$ cat src/rtl/matmul_job_arbiter_pkg.sv
// Shared types and width helpers for the matmul job arbiter and its interfaces.
package matmul_job_arbiter_pkg;

  typedef enum logic [1:0] {S_IDLE, S_START, S_RUN, S_ABORT} state_e;

  function automatic int id_w(input int nreq);
    return (nreq > 1) ? $clog2(nreq) : 1;
  endfunction

  function automatic int idx_w(input int m);
    return (m > 1) ? $clog2(m) : 1;
  endfunction

  function automatic int addr_w(input int nreq, input int m);
    return id_w(nreq) + 2 * idx_w(m);
  endfunction

endpackage

$ cat src/rtl/matmul_job_arbiter_if.sv
// Requester-side and engine-side buses of the matmul job arbiter.
interface matmul_job_arbiter_if
  import matmul_job_arbiter_pkg::*;
#(
  parameter int NREQ = 2,
  parameter int M    = 4
) ();
  localparam int ID_W  = id_w(NREQ);
  localparam int M_LEN = idx_w(M);

  logic [NREQ-1:0]  req, gnt, job_done, job_err, res_stb, res_ack;
  logic [ID_W-1:0]  owner_id;
  logic             busy;
  logic [31:0]      res_data;
  logic [M_LEN-1:0] res_i, res_j;

  modport master (output req, res_ack,
                  input  gnt, owner_id, busy, job_done, job_err, res_data, res_i, res_j, res_stb);
  modport slave  (input  req, res_ack,
                  output gnt, owner_id, busy, job_done, job_err, res_data, res_i, res_j, res_stb);
endinterface

interface matmul_eng_if
  import matmul_job_arbiter_pkg::*;
#(
  parameter int NREQ = 2,
  parameter int M    = 4
) ();
  localparam int M_LEN = idx_w(M);
  localparam int AW    = addr_w(NREQ, M);

  logic             eng_start, eng_rst, eng_done;
  logic [M_LEN-1:0] eng_a_i, eng_a_j, eng_b_i, eng_b_j, eng_z_i, eng_z_j;
  logic [31:0]      eng_z_out;
  logic             eng_z_stb, eng_z_ack;
  logic [AW-1:0]    mem_a_addr, mem_b_addr, mem_c_addr;

  modport master (output eng_start, eng_rst, eng_z_ack, mem_a_addr, mem_b_addr, mem_c_addr,
                  input  eng_done, eng_a_i, eng_a_j, eng_b_i, eng_b_j,
                         eng_z_out, eng_z_i, eng_z_j, eng_z_stb);
  modport slave  (input  eng_start, eng_rst, eng_z_ack, mem_a_addr, mem_b_addr, mem_c_addr,
                  output eng_done, eng_a_i, eng_a_j, eng_b_i, eng_b_j,
                         eng_z_out, eng_z_i, eng_z_j, eng_z_stb);
endinterface

$ cat src/rtl/matmul_job_arbiter_rr_arbiter.sv
// Combinational round-robin pick: first set request scanning upward from ptr+1 with wrap.
module rr_arbiter #(
  parameter int NREQ = 2,
  parameter int ID_W = 1
) (
  input  logic [NREQ-1:0] req,
  input  logic [ID_W-1:0] ptr,
  output logic [NREQ-1:0] pick,
  output logic [ID_W-1:0] idx,
  output logic            found
);
  logic [ID_W-1:0] cand;

  always_comb begin
    pick  = '0;
    idx   = '0;
    found = 1'b0;
    cand  = '0;
    for (int k = 1; k <= NREQ; k++) begin
      cand = ID_W'((int'(ptr) + k) % NREQ);
      if (!found && req[cand]) begin
        found      = 1'b1;
        pick[cand] = 1'b1;
        idx        = cand;
      end
    end
  end
endmodule

$ cat src/rtl/matmul_job_arbiter.sv
// Shares one matmul engine among NREQ requesters: round-robin grant, owner-tagged memory
// addresses, result routing to the owner, and a per-job cycle budget that aborts the engine.
module matmul_job_arbiter
  import matmul_job_arbiter_pkg::*;
#(
  parameter int M           = 4,
  parameter int NREQ        = 2,
  parameter int TIMEOUT_CYC = 4096
) (
  input  logic                 clk,
  input  logic                 rst,
  matmul_job_arbiter_if.slave  rq,
  matmul_eng_if.master         eng
);
  localparam int ID_W = id_w(NREQ);
  localparam int TW   = (TIMEOUT_CYC > 0) ? $clog2(TIMEOUT_CYC + 1) : 1;
  localparam logic [TW-1:0] T_LAST = TW'((TIMEOUT_CYC > 0) ? TIMEOUT_CYC - 1 : 0);

  state_e          state_q, state_d;
  logic [NREQ-1:0] gnt_q, gnt_d, done_q, done_d, err_q, err_d;
  logic [ID_W-1:0] owner_q, owner_d, ptr_q, ptr_d;
  logic [TW-1:0]   timer_q, timer_d;
  logic [NREQ-1:0] pick, own_oh;
  logic [ID_W-1:0] pick_idx;
  logic            pick_vld, timeout, run;

  rr_arbiter #(.NREQ(NREQ), .ID_W(ID_W)) u_rr (
    .req   (rq.req),
    .ptr   (ptr_q),
    .pick  (pick),
    .idx   (pick_idx),
    .found (pick_vld)
  );

  assign own_oh  = NREQ'(1) << owner_q;
  assign run     = (state_q == S_RUN);
  assign timeout = (TIMEOUT_CYC != 0) && (timer_q == T_LAST);

  always_comb begin
    state_d = state_q;
    gnt_d   = gnt_q;
    owner_d = owner_q;
    ptr_d   = ptr_q;
    timer_d = timer_q;
    done_d  = '0;
    err_d   = '0;
    case (state_q)
      S_IDLE: if (pick_vld) begin
        gnt_d   = pick;
        owner_d = pick_idx;
        state_d = S_START;
      end
      S_START: begin
        timer_d = '0;
        state_d = S_RUN;
      end
      S_RUN: begin
        timer_d = timer_q + 1'b1;
        // Completion beats the budget when both land on the same cycle.
        if (eng.eng_done) begin
          done_d  = own_oh;
          gnt_d   = '0;
          ptr_d   = owner_q;
          state_d = S_IDLE;
        end else if (timeout) begin
          err_d   = own_oh;
          gnt_d   = '0;
          timer_d = '0;
          state_d = S_ABORT;
        end
      end
      S_ABORT: begin
        // Timer reused to hold the engine in reset for two cycles.
        timer_d = timer_q + 1'b1;
        if (timer_q[0]) begin
          ptr_d   = owner_q;
          state_d = S_IDLE;
        end
      end
      default: state_d = S_IDLE;
    endcase
  end

  always_ff @(posedge clk) begin
    if (!rst) begin
      state_q <= S_IDLE;
      gnt_q   <= '0;
      owner_q <= '0;
      ptr_q   <= ID_W'(NREQ - 1);
      timer_q <= '0;
      done_q  <= '0;
      err_q   <= '0;
    end else begin
      state_q <= state_d;
      gnt_q   <= gnt_d;
      owner_q <= owner_d;
      ptr_q   <= ptr_d;
      timer_q <= timer_d;
      done_q  <= done_d;
      err_q   <= err_d;
    end
  end

  assign rq.gnt      = gnt_q;
  assign rq.owner_id = owner_q;
  assign rq.busy     = (state_q != S_IDLE);
  assign rq.job_done = done_q;
  assign rq.job_err  = err_q;
  assign rq.res_stb  = (run && eng.eng_z_stb) ? own_oh : '0;
  assign rq.res_data = eng.eng_z_out;
  assign rq.res_i    = eng.eng_z_i;
  assign rq.res_j    = eng.eng_z_j;

  assign eng.eng_start  = (state_q == S_START);
  assign eng.eng_rst    = !rst || (state_q == S_ABORT);
  assign eng.eng_z_ack  = run && rq.res_ack[owner_q];
  assign eng.mem_a_addr = {owner_q, eng.eng_a_i, eng.eng_a_j};
  assign eng.mem_b_addr = {owner_q, eng.eng_b_i, eng.eng_b_j};
  assign eng.mem_c_addr = {owner_q, eng.eng_z_i, eng.eng_z_j};

endmodule

$ cat src/flat_wrapper.sv
// flat-port wrapper written by rule: the top's interface ports become plain ports
module matmul_job_arbiter_flat import matmul_job_arbiter_pkg::*;
#(
  parameter int M           = 4,
  parameter int NREQ        = 2,
  parameter int TIMEOUT_CYC = 4096
)
  (clk, rst, rq_req, rq_res_ack, rq_gnt, rq_owner_id, rq_busy, rq_job_done, rq_job_err, rq_res_data, rq_res_i, rq_res_j, rq_res_stb, eng_eng_start, eng_eng_rst, eng_eng_z_ack, eng_mem_a_addr, eng_mem_b_addr, eng_mem_c_addr, eng_eng_done, eng_eng_a_i, eng_eng_a_j, eng_eng_b_i, eng_eng_b_j, eng_eng_z_out, eng_eng_z_i, eng_eng_z_j, eng_eng_z_stb);
  matmul_job_arbiter_if #(.NREQ(NREQ), .M(M)) rq_i ();
  matmul_eng_if #(.NREQ(NREQ), .M(M)) eng_i ();
  input  logic clk;
  input  logic rst;
  input wire logic [$bits(rq_i.req)-1:0] rq_req;
  input wire logic [$bits(rq_i.res_ack)-1:0] rq_res_ack;
  output wire logic [$bits(rq_i.gnt)-1:0] rq_gnt;
  output wire logic [$bits(rq_i.owner_id)-1:0] rq_owner_id;
  output wire logic [$bits(rq_i.busy)-1:0] rq_busy;
  output wire logic [$bits(rq_i.job_done)-1:0] rq_job_done;
  output wire logic [$bits(rq_i.job_err)-1:0] rq_job_err;
  output wire logic [$bits(rq_i.res_data)-1:0] rq_res_data;
  output wire logic [$bits(rq_i.res_i)-1:0] rq_res_i;
  output wire logic [$bits(rq_i.res_j)-1:0] rq_res_j;
  output wire logic [$bits(rq_i.res_stb)-1:0] rq_res_stb;
  output wire logic [$bits(eng_i.eng_start)-1:0] eng_eng_start;
  output wire logic [$bits(eng_i.eng_rst)-1:0] eng_eng_rst;
  output wire logic [$bits(eng_i.eng_z_ack)-1:0] eng_eng_z_ack;
  output wire logic [$bits(eng_i.mem_a_addr)-1:0] eng_mem_a_addr;
  output wire logic [$bits(eng_i.mem_b_addr)-1:0] eng_mem_b_addr;
  output wire logic [$bits(eng_i.mem_c_addr)-1:0] eng_mem_c_addr;
  input wire logic [$bits(eng_i.eng_done)-1:0] eng_eng_done;
  input wire logic [$bits(eng_i.eng_a_i)-1:0] eng_eng_a_i;
  input wire logic [$bits(eng_i.eng_a_j)-1:0] eng_eng_a_j;
  input wire logic [$bits(eng_i.eng_b_i)-1:0] eng_eng_b_i;
  input wire logic [$bits(eng_i.eng_b_j)-1:0] eng_eng_b_j;
  input wire logic [$bits(eng_i.eng_z_out)-1:0] eng_eng_z_out;
  input wire logic [$bits(eng_i.eng_z_i)-1:0] eng_eng_z_i;
  input wire logic [$bits(eng_i.eng_z_j)-1:0] eng_eng_z_j;
  input wire logic [$bits(eng_i.eng_z_stb)-1:0] eng_eng_z_stb;
  assign rq_i.req = rq_req;
  assign rq_i.res_ack = rq_res_ack;
  assign rq_gnt = rq_i.gnt;
  assign rq_owner_id = rq_i.owner_id;
  assign rq_busy = rq_i.busy;
  assign rq_job_done = rq_i.job_done;
  assign rq_job_err = rq_i.job_err;
  assign rq_res_data = rq_i.res_data;
  assign rq_res_i = rq_i.res_i;
  assign rq_res_j = rq_i.res_j;
  assign rq_res_stb = rq_i.res_stb;
  assign eng_eng_start = eng_i.eng_start;
  assign eng_eng_rst = eng_i.eng_rst;
  assign eng_eng_z_ack = eng_i.eng_z_ack;
  assign eng_mem_a_addr = eng_i.mem_a_addr;
  assign eng_mem_b_addr = eng_i.mem_b_addr;
  assign eng_mem_c_addr = eng_i.mem_c_addr;
  assign eng_i.eng_done = eng_eng_done;
  assign eng_i.eng_a_i = eng_eng_a_i;
  assign eng_i.eng_a_j = eng_eng_a_j;
  assign eng_i.eng_b_i = eng_eng_b_i;
  assign eng_i.eng_b_j = eng_eng_b_j;
  assign eng_i.eng_z_out = eng_eng_z_out;
  assign eng_i.eng_z_i = eng_eng_z_i;
  assign eng_i.eng_z_j = eng_eng_z_j;
  assign eng_i.eng_z_stb = eng_eng_z_stb;
  matmul_job_arbiter #(.M(M), .NREQ(NREQ), .TIMEOUT_CYC(TIMEOUT_CYC)) u_core (.clk(clk), .rst(rst), .rq(rq_i), .eng(eng_i));
endmodule
$ cat config.mk
export PLATFORM = sky130hd
export DESIGN_NAME = matmul_job_arbiter_flat
export DESIGN_NICKNAME = d
export VERILOG_FILES = /design/src/rtl/matmul_job_arbiter_pkg.sv /design/src/rtl/matmul_job_arbiter_if.sv /design/src/rtl/matmul_job_arbiter_rr_arbiter.sv /design/src/rtl/matmul_job_arbiter.sv /design/src/flat_wrapper.sv
export SDC_FILE = /design/constraint.sdc
export NUM_CORES = 1
export LEC_CHECK = 0
export ABC_CLOCK_PERIOD_IN_PS = 1850
export CAP_MARGIN = 10
export CORE_ASPECT_RATIO = 0.9
export CORE_MARGIN = 8
export CORE_UTILIZATION = 31
export CTS_CLUSTER_DIAMETER = 60
export CTS_CLUSTER_SIZE = 24
export DETAILED_ROUTE_END_ITERATION = 16
export GPL_TIMING_DRIVEN = 0
export PLACE_DENSITY_LB_ADDON = 0.2
export SLEW_MARGIN = 10
export SYNTH_ARGS = -nofsm -noshare
export SYNTH_HDL_FRONTEND = slang
export SYNTH_SLANG_ARGS = --single-unit
$ cat constraint.sdc
create_clock -name clk -period 1.85 [get_ports clk]
set_input_delay 0.185 -clock clk [delete_from_list [all_inputs] [get_ports clk]]
set_output_delay 0.185 -clock clk [all_outputs]
set_load 0.01 [all_outputs]
# Word level (Yosys, flattened, before mapping)
# Index checks and enable logic that the tools add are counted.
# op_classes
n_addsub	3
eq_ne	8
order_cmp	5
bitwise_logic	4
muxes	32
shift	1
n_reduce_logical	19
# op_table
cell	n
$pmux W13 S3	1
$mux W13	2
$mux W2	10
$mux W1	14
$add A13 B1 Y13 const B	1
$eq A13 B12 Y1 const B	1
$reduce_and A3 Y1	4
$pmux W2 S4	1
$lt A1 B2 Y1 const B	3
$reduce_bool A2 Y1	3
$logic_and A1 B1 Y1	5
$eq A2 B2 Y1 const B	2
$ne A2 B1 Y1 const B	2
$pmux W2 S2	1
$reduce_or A4 Y1	1
$ne A3 B2 Y1 const B	1
$not A1 Y1	3
$reduce_bool A3 Y1	1
$add A1 B1 Y1 const B	2
$demux W1 S1	2
$eq A2 B1 Y1 const B	1
$ge A1 B1 Y1 const B	2
$logic_not A1 Y1	2
$logic_not A2 Y1	1
6 further kinds	6
# word_totals
out_inout_bits	64
reg_bits	23
word_cells	79

# Logic depth before layout (Yosys ltp)
# Gate-level depths: netlist of run 1.
# depth
ltp_word	10
depth_mapped	6
ltp_nobuf	5

# Modules after synthesis
# A second synthesis of run 1 with hierarchy kept.
# unflattened
cells_unflattened	199
area_unflattened_um2	1614.0
# modules_own_cells
mod	cells_each	area_each_um2	instances	seq_area_each_um2
matmul_job_arbiter	194	1581.5	1	460.4
rr_arbiter	5	32.5	1	0.0

# Worst setup path before layout of run 1
# OpenSTA, ideal clock, no wires.
# synth_path
kind	register to register
start	register u_core.timer_q[1]
end	register u_core.timer_q[7]
stages_incl_launch_ff	6
period_less_slack_ns	1.778
path_slack_ns	0.072
required_ns	1.733
arrival_ns	1.661
path_cell_list	dfxtp_1 -> ha_1 -> nand4_1 -> or4_4 -> a32o_1 -> a22o_1
# synth_between
elab_chain_cells	4
elab_cells_between_ends	5
# synth_rtl
item	line_no	source
from (decl)	matmul_job_arbiter.sv:22	logic [TW-1:0] timer_q, timer_d;
from (signal assigned)	matmul_job_arbiter.sv:98	timer_q <= timer_d;
$add A13 B1 Y13 or $eq A13 B12 Y1 (tied branches)	matmul_job_arbiter.sv:58, matmul_job_arbiter.sv:74, matmul_job_arbiter.sv:37	
$mux W13	matmul_job_arbiter.sv:65	end else if (timeout) begin
$mux W13	matmul_job_arbiter.sv:60	if (eng.eng_done) begin
$pmux W13 S3 *	matmul_job_arbiter.sv:47	case (state_q)
# Every way passes the cells marked *; elsewhere a longest branch is shown, timed or not.
# A chain may end at the register's enable or synchronous reset.

# Final worst setup path of run 1
# layout_path
start	register u_core.timer_q[12]
end	register u_core.timer_q[7]
# layout_between
elab_chain_cells	4
# layout_rtl
item	line_no	source
$eq A13 B12 Y1	matmul_job_arbiter.sv:37	assign timeout = (TIMEOUT_CYC != 0) && (timer_q == T_LAST);
$mux W13	matmul_job_arbiter.sv:65	
$mux W13	matmul_job_arbiter.sv:60	
$pmux W13 S3	matmul_job_arbiter.sv:47	
# Every way passes these cells.

==> impl_metrics.csv, run 1 <==
group,metric,value,unit
run_status,outcome,"finished, final reports clean",
die,die_h,83.2,µm
final_layout,nFillCells,473,
clock_network,clkSlewWorstSetupHoldPaths,0.09,ns
global_route,first_global_vias,1628,
power,p_leak,1.05,nW
timing,fin_skew,0.00810,ns
power,p_per_area,537,nW/µm²
job,cap_violations,0,
final_layout,finalNetCount,331,
global_route,met2_usage,19.8,%
power,power_switching,401,µW
global_route,grt.met3_usage,6.47,%
setup_path,slowest_delay,0.51,ns
placed_design,hpwl,3.88,mm
power,p_int,938,µW
setup_path,crit_type,"reg -> reg",
clock_network,cts-buffers-inserted,3,
synth,synth_area,1550,µm²
setup_path,worst-path-buf-inv,0,
setup_path,cp.required,2.02,ns
global_route,antenna_found_initial,0,
synth,ys_seq_area_share,29.6,%
clock_network,clock_latency,0.27,ns
detailed_routing,first_iter_violations,31,
synth,synth_cells,197,
power,power,1.34,mW
hold_path,hold_path.class,"in -> reg",
detailed_routing,vias,1586,
clock_network,clk_path_buf_depth,2,
clock_network,cts_tree,"yes",
final_layout,multi_input_area,684,µm²
placed_design,io_buffers,70,
setup_path,cp_slowest_cell,"or4b_4",
setup_path,critical-path-top-delay-family,"simple AND/OR/NAND/NOR gates",
die,ioPinCount,116,
clock_network,clkSinkCount,23,
synth,syn_avg_cell_area,7.89,µm²
final_layout,seqCellArea,469,µm²
clock_network,cts-root-buf,"clkbuf_8",
detailed_routing,via_per_inst,4.64,
global_route,grtUsageTotal,12.1,%
die,die_w,90.6,µm
final_layout,final_cell_count_no_fill,342,
setup_path,worstPathArrival,2.01,ns
global_route,busiest_layer,"met2",
placed_design,dp.cells,332,
detailed_routing,dr.pass1.iters,4,
placed_design,gp_congestion,0.820,
final_layout,final_cell_mix,"clkdlybuf4s50_1, buf_4, dfxtp_1",
timing,rsz0062_at_grt,"true",
final_layout,layout-drive-gt1-share,28.5,%
synth,ys_async_sr_fraction,0,%
die,std_cell_rows,24,
final_layout,layout_commonest_cell,"clkdlybuf4s50_1",
detailed_routing,drc,0,
synth,ys_types,37,
power,irDropWorstVdd,0.354,mV
timing,worstMarginPinSlew,0.536,ns
die,start_util,32.1,%
final_layout,fin_area,2490,µm²
setup_path,end_kind,"flip-flop",
final_layout,syn_to_final_growth,60.4,%
die,die-area,7540,µm²
setup_path,worstSetupStartpointType,"flip-flop",
global_route,grt_pass1_wl,7.64,mm
timing,layout_worst_path_cycle_share,99.4,%
placed_design,place_area,2340,µm²
detailed_routing,wl_per_cell,14.0,µm
power,pwr-share-seq,40.1,%
timing,timing.fmax,544,MHz
power,swShare,29.9,%
timing,drv_slew,0,
setup_path,cp_max_fo,3,
clock_network,htreeDepth,1,
detailed_routing,final_antenna_net_count,0,
power,combPwrFrac,35.2,%
timing,min_period,1.84,ns
timing,hold_viol,0,
synth,synth_edf_count,0,
final_layout,diodes,0,
synth,synth_ff_type,"dfxtp_1",
timing,slew-limit-headroom,64.2,%
die,core,4830,µm²
global_route,grt_overflow,0,
timing,timing.setup.tns,0,ns
global_route,met1_usage,13.6,%
synth,ys_warn_count,0,
timing,fin_hold_ws,0.287,ns
clock_network,ctsHoldBuffers,0,
global_route,grt_max_degree,15,
synth,synth_seq_cells,23,
setup_path,path_cells,"or4b_4 > or4_4 > a32o_1 > a22o_1",
synth,synth_fp_nets,250,
detailed_routing,wl,4.78,mm
timing,finalSetupViolCount,0,
power,p_clk_share,24.8,%
## registers in the layout, summed over array words and instances (netlist names)
| signal | cells |
|---|---|
| u_core.ptr_q | 1 |
| u_core.rq.gnt | 2 |
| u_core.rq.job_done | 2 |
| u_core.rq.job_err | 2 |
| u_core.rq.owner_id | 1 |
| u_core.state_q | 2 |
| u_core.timer_q | 13 |
## kinds of logic after synthesis
logic type	after synthesis	synth area share [%]
XOR/XNOR	1	0.564
flip-flops	23	29.6
multiplexers	2	1.37
AND/OR/NAND/NOR	71	23.7
adder cells (fa/ha/maj)	1	0.805
buffers and inverters	65	28.3
AO/OA/AOI/OAI	34	15.7
## path summary, 6_finish.rpt
check / from / slack, ns / end / cells after the start
worst min register to register: u_core.rq.gnt[0] / 0.49 / u_core.rq.gnt[0] / 2
worst max-delay path: u_core.timer_q[12] / 0.01 / u_core.timer_q[7] / 4
worst max register to register: u_core.timer_q[12] / 0.01 / u_core.timer_q[7] / 4
worst min-delay path: rst / 0.29 / u_core.ptr_q / 2
## stage by stage
step | worst slack [ns] | utilization (%)
floorplan | 0.0718 | -
global placement | -0.362 | 48.3
detailed placement | -0.371 | 48.3
CTS | 0.00795 | 50.3
global route | -0.0453 | 51.6
finish | 0.0113 | 51.6
## cell usage after synthesis, types with 2 or more instances
cell	n	area share, %
buf_4	52	25
a311oi_1	2	1.1
and2_1	2	0.81
nor3_1	8	2.6
nand3_1	7	2.3
dfxtp_1	23	30
a32oi_1	2	1.1
a31oi_1	7	2.8
nand2b_1	3	1.2
a21oi_1	5	1.6
a41oi_1	2	1.1
o211a_1	2	1.3
inv_1	5	1.2
and4_1	2	1.1
nand3b_1	4	1.9
and3_1	4	1.6
nand4_1	4	1.6
clkbuf_1	7	1.7
o211ai_1	4	1.9
nor4_1	2	0.81
nand2_1	16	3.9
a22o_1	2	1.1
o21ai_0	4	1.3
nor2_1	15	3.6
## layer usage
| metal | part of all wire [%] | vias to the layer above |
|---|---|---|
| met1 | 41 | 715 |
| met3 | 11 | 2 |
| met5 | 0 | - |
| li1 | - | 804 |
| met2 | 47 | 65 |
| met4 | 0.48 | 0 |
## timing repair
| item | 4_1_cts | 5_1_grt |
|---|---|---|
| buffers inserted | 3 | 4 |
| setup endpoints to repair | 14 | 9 |
| resized for setup | 17 | 10 |
| pin swaps | 2 | 1 |
## power by group through the flow
stage	clock network, mW	logic, mW	registers, mW
floorplan	0	0.248	0.539
CTS	0.343	0.476	0.535
global placement	0	0.463	0.538
detailed placement	0	0.466	0.538
finish	0.332	0.471	0.536
global route	0.362	0.512	0.540
## area by class of cell
cell class / instances / share of cell area [%]
Buffer: 58 / 17.2
Clock buffer: 3 / 1.66
Clock inverter: 1 / 0.301
Inverter: 6 / 1.05
Multi-Input combinational cell: 109 / 27.5
Sequential cell: 23 / 18.8
Tap cell: 65 / 3.26
Timing Repair Buffer: 77 / 30.3
## worst register-to-register path: stages, from the launching register on
cell	delay [ns]
dfxtp_2	0.34
or4b_4	0.51
or4_4	0.45
a32o_1	0.26
a22o_1	0.17
Power figures use the tool's default switching activity.
==> inputs of run 2 (changes only) <==
Settings changed: CORE_MARGIN 8 to not set.
==> run 2 against run 1 <==
Effect of this change: register-to-register slack hardly changed; final cell count is 1.5% lower; via count is 1.9% lower; setup slack worse by 0.011 ns; clock skew is 0.0017 ns higher; first-iteration DRC count is 150% higher; non-clock buffer count is 5 lower; fmax is 0.59% lower; hold slack better by 0.0037 ns; combinational power is 4% lower; routed wire length is 17% lower; sequential power hardly changed; critical path type unchanged; critical endpoint is now u_core.timer_q[11]; largest power group unchanged.
==> impl_metrics.csv, run 2 (synthesized netlist as in run 1, its figures left out) <==
group,metric,value,unit
hold_path,hp-start,"rst",
setup_path,reg2reg_to,"u_core.timer_q[11]",
clock_network,cts_tree,"yes",
clock_network,cts-buffers-inserted,3,
power,irDropWorstVdd,0.331,mV
final_layout,layout_commonest_cell,"clkdlybuf4s50_1",
timing,worstMarginPinSlew,0.655,ns
global_route,busiest_layer,"met2",
final_layout,diodes,0,
detailed_routing,dr.pass1.iters,4,
die,std_cell_rows,24,
setup_path,worstPathArrival,2.00,ns
setup_path,cp.required,2.00,ns
setup_path,slowest_delay,0.51,ns
final_layout,largest_reg_flops,13,
setup_path,cp_slowest_cell,"or4b_1",
hold_path,hold_path_end,"u_core.ptr_q",
power,power,1.32,mW
timing,min_period,1.85,ns
placed_design,gp_congestion,0.793,
detailed_routing,via_per_inst,4.62,
timing,fin_skew,0.00978,ns
final_layout,final_cell_mix,"clkdlybuf4s50_1, buf_4, dfxtp_1",
power,p_per_area,540,nW/µm²
setup_path,worst-path-buf-inv,1,
detailed_routing,first_iter_violations,76,
die,core,4830,µm²
global_route,met2_usage,21.9,%
final_layout,finalNetCount,326,
timing,hold_viol,0,
global_route,antenna_found_initial,0,
setup_path,crit_type,"reg -> reg",
setup_path,path_cells,"or4b_1 > or4_4 > buf_6 > a41oi_2 > o21ai_1",
hold_path,hold_path_depth,2,
placed_design,hpwl,3.01,mm
final_layout,syn_to_final_growth,56.8,%
timing,rsz0062_at_grt,"true",
global_route,grt_overflow,0,
setup_path,reg2reg_slack,0.0004,ns
placed_design,io_buffers,70,
timing,layout_worst_path_cycle_share,100,%
job,cap_violations,0,
timing,timing.fmax,541,MHz
die,die-area,5300,µm²
detailed_routing,vias,1556,
detailed_routing,drc,0,
global_route,grt.met3_usage,4.21,%
die,start_util,32.1,%
detailed_routing,final_antenna_net_count,0,
final_layout,seqCellArea,469,µm²
final_layout,largest-register,"u_core.timer_q",
clock_network,clk_path_buf_depth,2,
global_route,grt_max_degree,15,
clock_network,clkSinkCount,23,
clock_network,cts-root-buf,"clkbuf_8",
global_route,first_global_vias,1351,
die,ioPinCount,116,
run_status,outcome,"finished, final reports clean",
final_layout,nFillCells,473,
global_route,met1_usage,19.1,%
hold_path,hold_path.class,"in -> reg",
clock_network,htreeDepth,1,
timing,slew-limit-headroom,56.1,%
final_layout,layout-drive-gt1-share,26.5,%
clock_network,clock_latency,0.27,ns
power,p_leak,0.994,nW
final_layout,multi_input_area,679,µm²
detailed_routing,wl_per_cell,11.8,µm
die,die_h,69.2,µm
detailed_routing,wl,3.97,mm
timing,finalSetupViolCount,0,
setup_path,critical-path-top-delay-family,"simple AND/OR/NAND/NOR gates",
setup_path,end_kind,"flip-flop",
global_route,grt_pass1_wl,6.15,mm
setup_path,r2r_start,"u_core.timer_q[12]",
timing,fin_hold_ws,0.291,ns
die,die_w,76.6,µm
timing,drv_slew,0,
setup_path,worst_r2r_path_depth,5,
clock_network,clkSlewWorstSetupHoldPaths,0.09,ns
global_route,grtUsageTotal,14.1,%
setup_path,worstSetupStartpointType,"flip-flop",
setup_path,cp_max_fo,10,
run 2: timing repair:
item | in CTS | in global routing
gates resized for setup | 14 | 7
setup endpoints to repair | 14 | 7
buffers inserted | 1 | 1
hold buffers | 0 | 0
pin swaps | 1 | 1
run 2: area by class of cell:
type	instances	area share (%)
sequential	23	19.3
timing repair buffer	72	29.2
buffer	58	17.4
inverter	6	0.924
clock inverter	1	0.308
tap	65	3.34
clock buffer	3	1.69
multi-input combinational	109	27.9
run 2: where the power goes:
group	switching (mW)	total [mW]	internal (mW)
Sequential	0.0218	0.536	0.514
Clock	0.174	0.327	0.153
Combinational	0.192	0.453	0.261
run 2: metal layers:
metal | vias up | share of wire [%]
met5 | - | 0
met4 | 0 | 0.83
met3 | 4 | 7.4
met1 | 683 | 46
met2 | 72 | 46
li1 | 797 | -
run 2: how the worst max path moves through the flow:
stage          cells after the start  slack, ns                from                 end
6_report                           5     0.0004  u_core.timer_q[12]  u_core.timer_q[11]
5_1_grt                            5      -0.04   u_core.timer_q[6]  u_core.timer_q[11]
4_1_cts                            5      0.006  u_core.timer_q[12]  u_core.timer_q[11]
3_5_place_dp                       6      -0.38        eng_eng_done  u_core.timer_q[11]
3_3_place_gp                       6      -0.37        eng_eng_done  u_core.timer_q[11]
2_1_floorplan                      5       0.07   u_core.timer_q[1]   u_core.timer_q[7]
run 2: stage by stage:
stage / std cells / setup WS, ns / setup TNS [ns] / util, % / area [µm²]
after detailed placement: 332 / -0.378 / -2.90 / 48.3 / 2340
after global placement: 332 / -0.366 / -2.88 / 48.3 / 2340
after CTS: 336 / 0.00560 / 0 / 49.7 / 2400
after floorplan: 197 / 0.0718 / 0 / - / 1550
after global routing: 337 / -0.0379 / -0.117 / 50.4 / 2440
final: 337 / 0.000396 / 0 / 50.4 / 2440
